[src/rtl/nspi_pkg.sv]
// Shared definitions for the multi-lane SPI transmitter/receiver pair.
package nspi_pkg;

  localparam int SPI_SIZE_DEF       = 8;
  localparam int CHANNEL_NUMBER_DEF = 2;

  typedef enum logic {
    IDLE  = 1'b0,
    SHIFT = 1'b1
  } nspi_rx_state_t;

endpackage

[src/rtl/nspi_sync.sv]
// Multi-bit, STAGES-deep flip-flop synchroniser for asynchronous inputs.
// Each bit is synchronised independently; the bits are not treated as a bus.
module nspi_sync #(
  parameter int WIDTH  = 1,
  parameter int STAGES = 2
) (
  input  logic             clk,
  input  logic             rst,
  input  logic [WIDTH-1:0] d,
  output logic [WIDTH-1:0] q
);

  logic [STAGES-1:0][WIDTH-1:0] stage_r;

  // Shift the asynchronous input down the synchroniser chain.
  always_ff @(posedge clk) begin
    if (rst) begin
      stage_r <= '0;
    end else begin
      stage_r[0] <= d;
      for (int i = 1; i < STAGES; i++) begin
        stage_r[i] <= stage_r[i-1];
      end
    end
  end

  assign q = stage_r[STAGES-1];

endmodule

[src/rtl/nspi_rx.sv]
// Multi-lane SPI (mode 0) receiver. Oversamples spi_clk in the clk domain,
// shifts one bit per lane on each rising edge, and presents completed words
// on a valid/ready interface with overrun and timeout reporting.
module nspi_rx
  import nspi_pkg::*;
#(
  parameter int CHANNEL_NUMBER = CHANNEL_NUMBER_DEF,
  parameter int SPI_SIZE       = SPI_SIZE_DEF,
  parameter int MSB_FIRST      = 1,
  parameter int TIMEOUT_CYCLES = 64,
  parameter int SYNC_STAGES    = 2
) (
  input  logic                      clk,
  input  logic                      rst,
  input  logic                      spi_clk,
  input  logic [CHANNEL_NUMBER-1:0] spi_mosi,
  output logic [SPI_SIZE-1:0]       data_out [CHANNEL_NUMBER-1:0],
  output logic                      rx_valid,
  input  logic                      rx_ready,
  output logic                      overrun,
  output logic                      frame_error,
  output logic                      busy
);

  localparam int BW = (SPI_SIZE > 2) ? $clog2(SPI_SIZE) : 1;
  localparam int TW = $clog2(TIMEOUT_CYCLES);
  localparam logic [BW-1:0] BIT_LAST = BW'(SPI_SIZE - 1);
  localparam logic [TW-1:0] TMO_LAST = TW'(TIMEOUT_CYCLES - 1);

  logic                      sclk_sync_s;
  logic [CHANNEL_NUMBER-1:0] mosi_sync_s;
  logic                      sclk_prev_r;
  logic                      rise_s;

  nspi_rx_state_t state_r, state_s;
  logic [BW-1:0]  bcnt_r, bcnt_s;
  logic [TW-1:0]  tcnt_r, tcnt_s;

  logic [CHANNEL_NUMBER-1:0][SPI_SIZE-1:0] shift_r, shift_s;
  logic [CHANNEL_NUMBER-1:0][SPI_SIZE-1:0] shifted_s;
  logic [CHANNEL_NUMBER-1:0][SPI_SIZE-1:0] hold_r, hold_s;
  logic [CHANNEL_NUMBER-1:0][SPI_SIZE-1:0] data_r, data_s;

  logic pend_r, pend_s;
  logic valid_r, valid_s;
  logic overrun_r, overrun_s;
  logic frame_r, frame_s;
  logic busy_r;

  nspi_sync #(.WIDTH(1), .STAGES(SYNC_STAGES)) u_sync_clk (
    .clk (clk),
    .rst (rst),
    .d   (spi_clk),
    .q   (sclk_sync_s)
  );

  nspi_sync #(.WIDTH(CHANNEL_NUMBER), .STAGES(SYNC_STAGES)) u_sync_mosi (
    .clk (clk),
    .rst (rst),
    .d   (spi_mosi),
    .q   (mosi_sync_s)
  );

  assign rise_s = sclk_sync_s & ~sclk_prev_r;

  // Per-lane shift value with the freshly sampled bit inserted.
  always_comb begin
    shifted_s = shift_r;
    for (int l = 0; l < CHANNEL_NUMBER; l++) begin
      if (MSB_FIRST != 0) begin
        shifted_s[l] = {shift_r[l][SPI_SIZE-2:0], mosi_sync_s[l]};
      end else begin
        shifted_s[l] = {mosi_sync_s[l], shift_r[l][SPI_SIZE-1:1]};
      end
    end
  end

  // Next-state, counters, commit and handshake. A completed word is parked in
  // hold_r for one cycle and committed from there, so the shift register is
  // free for a back-to-back word immediately.
  always_comb begin
    state_s   = state_r;
    bcnt_s    = bcnt_r;
    tcnt_s    = tcnt_r;
    shift_s   = shift_r;
    hold_s    = hold_r;
    pend_s    = 1'b0;
    data_s    = data_r;
    valid_s   = valid_r;
    overrun_s = 1'b0;
    frame_s   = 1'b0;

    case (state_r)
      IDLE: begin
        tcnt_s = '0;
        if (rise_s) begin
          shift_s = shifted_s;
          bcnt_s  = BW'(1);
          state_s = SHIFT;
        end else begin
          bcnt_s  = '0;
        end
      end
      SHIFT: begin
        if (rise_s) begin
          tcnt_s = '0;
          if (bcnt_r == BIT_LAST) begin
            hold_s  = shifted_s;
            pend_s  = 1'b1;
            shift_s = '0;
            bcnt_s  = '0;
            state_s = IDLE;
          end else begin
            shift_s = shifted_s;
            bcnt_s  = bcnt_r + BW'(1);
          end
        end else if (tcnt_r == TMO_LAST) begin
          frame_s = 1'b1;
          shift_s = '0;
          bcnt_s  = '0;
          tcnt_s  = '0;
          state_s = IDLE;
        end else begin
          tcnt_s  = tcnt_r + TW'(1);
        end
      end
      default: begin
        state_s = IDLE;
        bcnt_s  = '0;
        tcnt_s  = '0;
        shift_s = '0;
      end
    endcase

    if (pend_r) begin
      if (!valid_r || rx_ready) begin
        data_s  = hold_r;
        valid_s = 1'b1;
      end else begin
        overrun_s = 1'b1;
      end
    end else if (valid_r && rx_ready) begin
      valid_s = 1'b0;
    end else begin
      valid_s = valid_r;
    end
  end

  // State and datapath registers.
  always_ff @(posedge clk) begin
    if (rst) begin
      sclk_prev_r <= 1'b0;
      state_r     <= IDLE;
      bcnt_r      <= '0;
      tcnt_r      <= '0;
      shift_r     <= '0;
      hold_r      <= '0;
      pend_r      <= 1'b0;
      data_r      <= '0;
      valid_r     <= 1'b0;
      overrun_r   <= 1'b0;
      frame_r     <= 1'b0;
      busy_r      <= 1'b0;
    end else begin
      sclk_prev_r <= sclk_sync_s;
      state_r     <= state_s;
      bcnt_r      <= bcnt_s;
      tcnt_r      <= tcnt_s;
      shift_r     <= shift_s;
      hold_r      <= hold_s;
      pend_r      <= pend_s;
      data_r      <= data_s;
      valid_r     <= valid_s;
      overrun_r   <= overrun_s;
      frame_r     <= frame_s;
      busy_r      <= (bcnt_s != '0);
    end
  end

  for (genvar l = 0; l < CHANNEL_NUMBER; l++) begin : g_out
    assign data_out[l] = data_r[l];
  end

  assign rx_valid    = valid_r;
  assign overrun     = overrun_r;
  assign frame_error = frame_r;
  assign busy        = busy_r;

endmodule

[config.mk]
export PLATFORM = sky130hd
export DESIGN_NAME = nspi_rx
export DESIGN_NICKNAME = d
export VERILOG_FILES = /design/src/rtl/nspi_pkg.sv /design/src/rtl/nspi_sync.sv /design/src/rtl/nspi_rx.sv
export SDC_FILE = /design/constraint.sdc
export NUM_CORES = 1
export LEC_CHECK = 0
export CELL_PAD_IN_SITES_DETAIL_PLACEMENT = 0
export CELL_PAD_IN_SITES_GLOBAL_PLACEMENT = 1
export CORE_MARGIN = 2
export CORE_UTILIZATION = 45
export CTS_BUF_LIST = sky130_fd_sc_hd__clkbuf_8 sky130_fd_sc_hd__clkbuf_16
export DETAILED_ROUTE_END_ITERATION = 6
export PLACE_DENSITY_LB_ADDON = 0.1
export REMOVE_ABC_BUFFERS = 1
export SETUP_SLACK_MARGIN = 0.2
export SLEW_MARGIN = 0
export SYNTH_ARGS = -nofsm -noshare
export SYNTH_HDL_FRONTEND = slang
export SYNTH_SLANG_ARGS = --single-unit
[constraint.sdc]
create_clock -name clk -period 2.36 [get_ports clk]
set_input_delay 0.472 -clock clk [delete_from_list [all_inputs] [get_ports clk]]
set_output_delay 0.472 -clock clk [all_outputs]
set_load 0.02 [all_outputs]
==> impl_metrics.ini, run 1 <==
[layout]
drive_gt1_frac = 0.0709
final_util = 0.556
regArea_um2 = 1360
multi_input_area_um2 = 912
areaGrowthSynthToFinish_pct = 19.5
nFillCells = 525
antenna_cells = 0
fin_nets = 301

[worst_setup_path]
slowest_stage = clkdlybuf4s50_1
critPathTopFamily = buffers and inverters
critPathArrivalTime_ns = 1.30
critPathMaxFanout = 2
critical_path_class = reg -> out
cp.required_ns = 1.89
critPathLaunchType = flop
crit_chain = clkdlybuf4s50_1
timing.critical_path.buf_inv = 1
critPathMaxStageDelay_ns = 0.61
end_kind = output pin

[floorplanning]
start_util = 0.465
num_rows = 26
dieArea_um2 = 5870
core_area_um2 = 5110
die_h_um = 76.6
dieWidth_um = 76.6
ios = 26

[clock_network]
clk_pin_slew_worst_paths_ns = 0.07
clockBufferDepth = 2
cts_tree = done
numCtsBuffers = 9
cts_root_buf = clkbuf_8
cts.sink_count = 68
cts-htree-levels = 3
holdBufCountCts = 0
postCtsSetupRepairBufs = 0
clk_latency_ns = 0.33
cts_resized = 0

[route]
ant_nets = 0
first_pass_iters = 4
num_vias = 1775
drt_iter0_drc = 101
routed_wl_mm = 4.27
drc = 0
wl_per_cell_um = 11.7
drt-vias-per-instance = 4.85

[synthesis]
async_reset_ff_frac = 0
synth_largest_area_cell = dfxtp_1
synthFlopType = dfxtp_1
synth_area_per_cell_um2 = 8.89
synth_commonest_cells = nand2_1 (69), dfxtp_1 (68), a21oi_1 (34)
synth_cells = 267
synth_area_um2 = 2370
yosysUniqueCellTypes = 29
yosys_warnings = 0
yosysTopAreaCellShare = 0.573
synth_area_leaders = dfxtp_1 (57%), nand2_1 (11%), a21oi_1 (7.2%)
yosysMostFrequentCell = nand2_1
synth_edf_count = 0
ys_ff_latch = 68
seq_area_frac_synth = 0.573

[sta]
fin_crit_ns = 1.77
fmax_mhz = 565
period_share = 0.750
tns_ns = 0
relSlewSlack = 0.624
worst_slew_pin_slew_ns = 0.564
setup-violations-final = 0
worst_clock_skew_ns = 0.00705
slew_violations = 0
rsz0062_at_grt = false
hold_viol_final = 0
holdWs_ns = 0.367

[power_and_ir_drop]
ir_drop_mv = 0.368
cellPowerDensity_nw_per_um2 = 739
p_leak_nw = 1.00

[global_route]
antenna_found_initial = 0
grt_max_degree = 57
busiest_layer = met2
grt-ovfl-total = 0
grt_pass1_wl_mm = 7.50
grtUsageMet1 = 0.183
grt_use_met2 = 0.273
grtUsageMet3 = 0.0403
grt_pass1_vias = 1705
grt_use_total = 0.162

[placed_design]
port_buffers = 25
hpwl_mm = 2.68
gp_congestion = 0.750

[hold_path]
min_path_type = in -> reg

[status]
status = finished, final reports clean

[run]
max-cap-violations = 0
-- sequential cells by signal (all words and copies together) (netlist names), 2 cells and up --
signal,cells
data_out,16
hold_r,16
shift_r,14
tcnt_r,6
bcnt_r,3
u_sync_mosi.q,2
u_sync_mosi.stage_r,2
-- cell usage in the layout, fill, tap and decap left out, types with 2 or more instances in the layout --
cell type	synthesis	final
a21oi_1	34	34
a22oi_1	15	15
a31oi_1	2	2
and2_1	2	2
and3_1	2	2
buf_4	2	5
clkbuf_8	0	10
clkdlybuf4s50_1	0	24
dfxtp_1	68	68
ha_1	3	3
inv_1	3	6
nand2_1	69	69
nand2b_1	3	3
nand3_1	3	3
nor2_1	27	27
nor2b_1	7	7
nor3_1	2	2
xnor2_1	2	2
xor2_1	2	2
-- layout make-up --
cell class | count | area share
flip-flops and latches | 68 | 0.480
multi-input cells | 180 | 0.321
repair buffers | 30 | 0.0996
clock buffers | 10 | 0.0485
well taps | 70 | 0.0309
clock inverters | 5 | 0.0163
inverters | 3 | 0.00397
-- power breakdown --
group | total [W] | leakage (nW) | switching [W] | internal, W
clock network | 0.000889 | 0.106 | 0.000391 | 0.000498
logic | 0.0000476 | 0.349 | 0.0000291 | 0.0000185
registers | 0.00116 | 0.549 | 0.00000497 | 0.00116
-- final timing paths --
| path | end | startpoint | slack (ns) | cells past startpoint |
|---|---|---|---|---|
| worst min register to register | u_sync_mosi.q[1] | u_sync_mosi.stage_r[1] | 0.44 | 1 |
| worst max-delay path | data_out[8] | data_out[8] | 0.59 | 1 |
| worst min-delay path | state_r | rst | 0.37 | 2 |
| worst max register to register | hold_r[0] | bcnt_r[0] | 0.76 | 5 |
-- routing by layer --
metal	up-vias	routed length, um
li1	925	-
met1	812	2000
met2	26	2010
met3	12	137
met4	0	120
met5	-	0
-- cells by family (layout without fill, tap and decap cells) --
logic type | after synthesis | after routing | synth area share
AOI/OAI and AO/OA | 55 | 55 | 0.142
adders and majority gates | 3 | 3 | 0.0158
DFF | 68 | 68 | 0.573
and+or+nand+nor | 118 | 118 | 0.211
xor gates and xnor gates | 4 | 4 | 0.0148
buffers and inverters | 19 | 48 | 0.0427
-- stage by stage --
| step | worst slack [ns] | power (W) | cell area (um^2) | std cells |
|---|---|---|---|---|
| global placement | 0.550 | 0.00123 | 2660 | 351 |
| CTS | 0.575 | 0.00213 | 2840 | 366 |
| floorplan | 0.751 | 0.00120 | 2280 | 251 |
| detailed placement | 0.503 | 0.00123 | 2660 | 351 |
| finish | 0.591 | 0.00210 | 2840 | 366 |
| global route | 0.540 | 0.00218 | 2840 | 366 |
(Power assumes the default switching activity.)
==> run 2: changes to the inputs <==
--- a/config.mk
+++ b/config.mk
@@ -8,7 +8,7 @@
 export CELL_PAD_IN_SITES_DETAIL_PLACEMENT = 0
 export CELL_PAD_IN_SITES_GLOBAL_PLACEMENT = 1
 export CORE_MARGIN = 2
-export CORE_UTILIZATION = 45
+export CORE_UTILIZATION = 37
 export CTS_BUF_LIST = sky130_fd_sc_hd__clkbuf_8 sky130_fd_sc_hd__clkbuf_16
 export DETAILED_ROUTE_END_ITERATION = 6
 export PLACE_DENSITY_LB_ADDON = 0.1
==> constraint.sdc (replaced) <==
create_clock -name clk -period 1.6 [get_ports clk]
set_input_delay 0.32 -clock clk [delete_from_list [all_inputs] [get_ports clk]]
set_output_delay 0.32 -clock clk [all_outputs]
set_load 0.02 [all_outputs]
==> impl_metrics.ini, run 2 (synthesized netlist as in run 1, its figures left out) <==
[placed_design]
gp_congestion = 0.733
hpwl_mm = 2.66
port_buffers = 25
pre_cts_slack_ns = -0.197

[clock_network]
holdBufCountCts = 0
cts_tree = done
clk_latency_ns = 0.34
clockBufferDepth = 2
numCtsBuffers = 9
cts_root_buf = clkbuf_8
clk_pin_slew_worst_paths_ns = 0.07
cts.sink_count = 68
cts-htree-levels = 3

[sta]
worst_slew_pin_slew_ns = 0.587
setup-violations-final = 0
tns_ns = 0
slew_violations = 0
hold_viol_final = 0
period_share = 0.859
fin_crit_ns = 1.37
relSlewSlack = 0.608
rsz0062_at_grt = true
fmax_mhz = 728
worst_clock_skew_ns = 0.00543
setup_ws_ns = 0.226

[route]
drt-vias-per-instance = 4.79
drc = 0
drt_iter0_drc = 81
routed_wl_mm = 4.61
first_pass_iters = 4
ant_nets = 0
wl_per_cell_um = 12.1
num_vias = 1824

[worst_setup_path]
end_kind = flop
ff2ff_path_depth = 6
critical_path_class = reg -> reg
critPathMaxFanout = 7
cp.required_ns = 1.80
critPathArrivalTime_ns = 1.58
timing.rr.start = tcnt_r[1]
critPathLaunchType = flop
worstReg2RegEnd = shift_r[9]
r2r_slack_ns = 0.23

[floorplanning]
die_h_um = 84.1
dieArea_um2 = 7080
num_rows = 29
start_util = 0.378
ios = 26
dieWidth_um = 84.1
core_area_um2 = 6280

[global_route]
grt_pass1_vias = 1684
grt_use_total = 0.136
grt-ovfl-total = 0
grt_pass1_wl_mm = 7.61
antenna_found_initial = 0
grt_max_degree = 57

[layout]
drive_gt1_frac = 0.188
areaGrowthSynthToFinish_pct = 31.8
fin_nets = 309
mostFrequentLayoutCell = nand2_1
antenna_cells = 0
final_cell_mix = nand2_1 (68), dfxtp_1 (64), a21oi_1 (33)
nFillCells = 641

[hold_path]
hp-start = rst
min_path_type = in -> reg
whs_path_depth = 2
hold_path_end = state_r

[power_and_ir_drop]
cellPowerDensity_nw_per_um2 = 1000
p_leak_nw = 1.18
power.total_w = 0.00313
ir_drop_mv = 0.655

[run]
max-cap-violations = 0

[status]
status = finished, final reports clean
## run 2: cell types whose count changed in the layout (fill, tap and decap cells not counted), sizes merged
cell,delta
clkbuf,+2
clkdlybuf4s50,-20
dlygate4sd2,+20
buf,+6
## run 2: timing repair
action                                  4_1_cts  5_1_grt
pin swaps                                     1       19
endpoints found under the setup margin       68       34
gates cloned                                  1        2
gates resized for setup                      30       32
endpoints found under the hold margin         0        0
setup buffers                                 1        0
## run 2: how the worst max path moves through the flow
stage,from,to
CTS,bcnt_r[0],shift_r[0]
global placement,rx_ready,data_out[0]
finish,tcnt_r[1],shift_r[9]
global route,tcnt_r[0],shift_r[9]
detailed placement,rx_ready,data_out[0]
floorplan,bcnt_r[0],shift_r[0]
## run 2: final cells by class
type	instances	area, um^2	area share
clock inverter	5	46.3	0.0148
sequential	68	1370	0.437
timing repair buffer	38	405	0.129
clock buffer	10	138	0.0440
inverter	3	11.3	0.00360
tap	77	96.3	0.0308
multi-input combinational	180	1060	0.340
## run 2: power by group
part	leakage [nW]	switching, W	internal [W]	total [W]
sequential	0.551	0.00000738	0.00170	0.00171
clock	0.106	0.000590	0.000734	0.00132
combinational	0.525	0.0000580	0.0000412	0.0000992
## run 2: layer usage
layer  part of all wire  track usage  wire (um)
met2               0.46        0.209       2110
met1               0.49        0.167       2270
met5                  0            0          0
met3              0.033       0.0386        151
met4              0.018       0.0836         83
## run 2: worst max-delay path, cell delays in order, from the launching register on
cell and delay [ns]:
dfxtp_2 0.35, ha_4 0.13, and4_4 0.25, a31oi_4 0.12
clkbuf_16 0.19, a22oi_2 0.15, nor2_1 0.06
## run 2: stage by stage
| step | hold WS [ns] | cells | area (um^2) | util |
|---|---|---|---|---|
| final | 0.215 | 381 | 3130 | 0.499 |
| after global routing | 0.208 | 381 | 3130 | 0.499 |
| after CTS | 0.202 | 379 | 2930 | 0.467 |
| after detailed placement | 0.428 | 362 | 2730 | 0.435 |
| after global placement | 0.416 | 362 | 2730 | 0.435 |
| after floorplan | 0.389 | 251 | 2280 | - |
==> run 3: changes to the inputs <==
--- a/config.mk
+++ b/config.mk
@@ -14,7 +14,6 @@
 export PLACE_DENSITY_LB_ADDON = 0.1
 export REMOVE_ABC_BUFFERS = 1
 export SETUP_SLACK_MARGIN = 0.2
-export SLEW_MARGIN = 0
 export SYNTH_ARGS = -nofsm -noshare
 export SYNTH_HDL_FRONTEND = slang
 export SYNTH_SLANG_ARGS = --single-unit
==> results of run 3 <==
The final DEF is identical to that of run 2; final timing and power are the same.
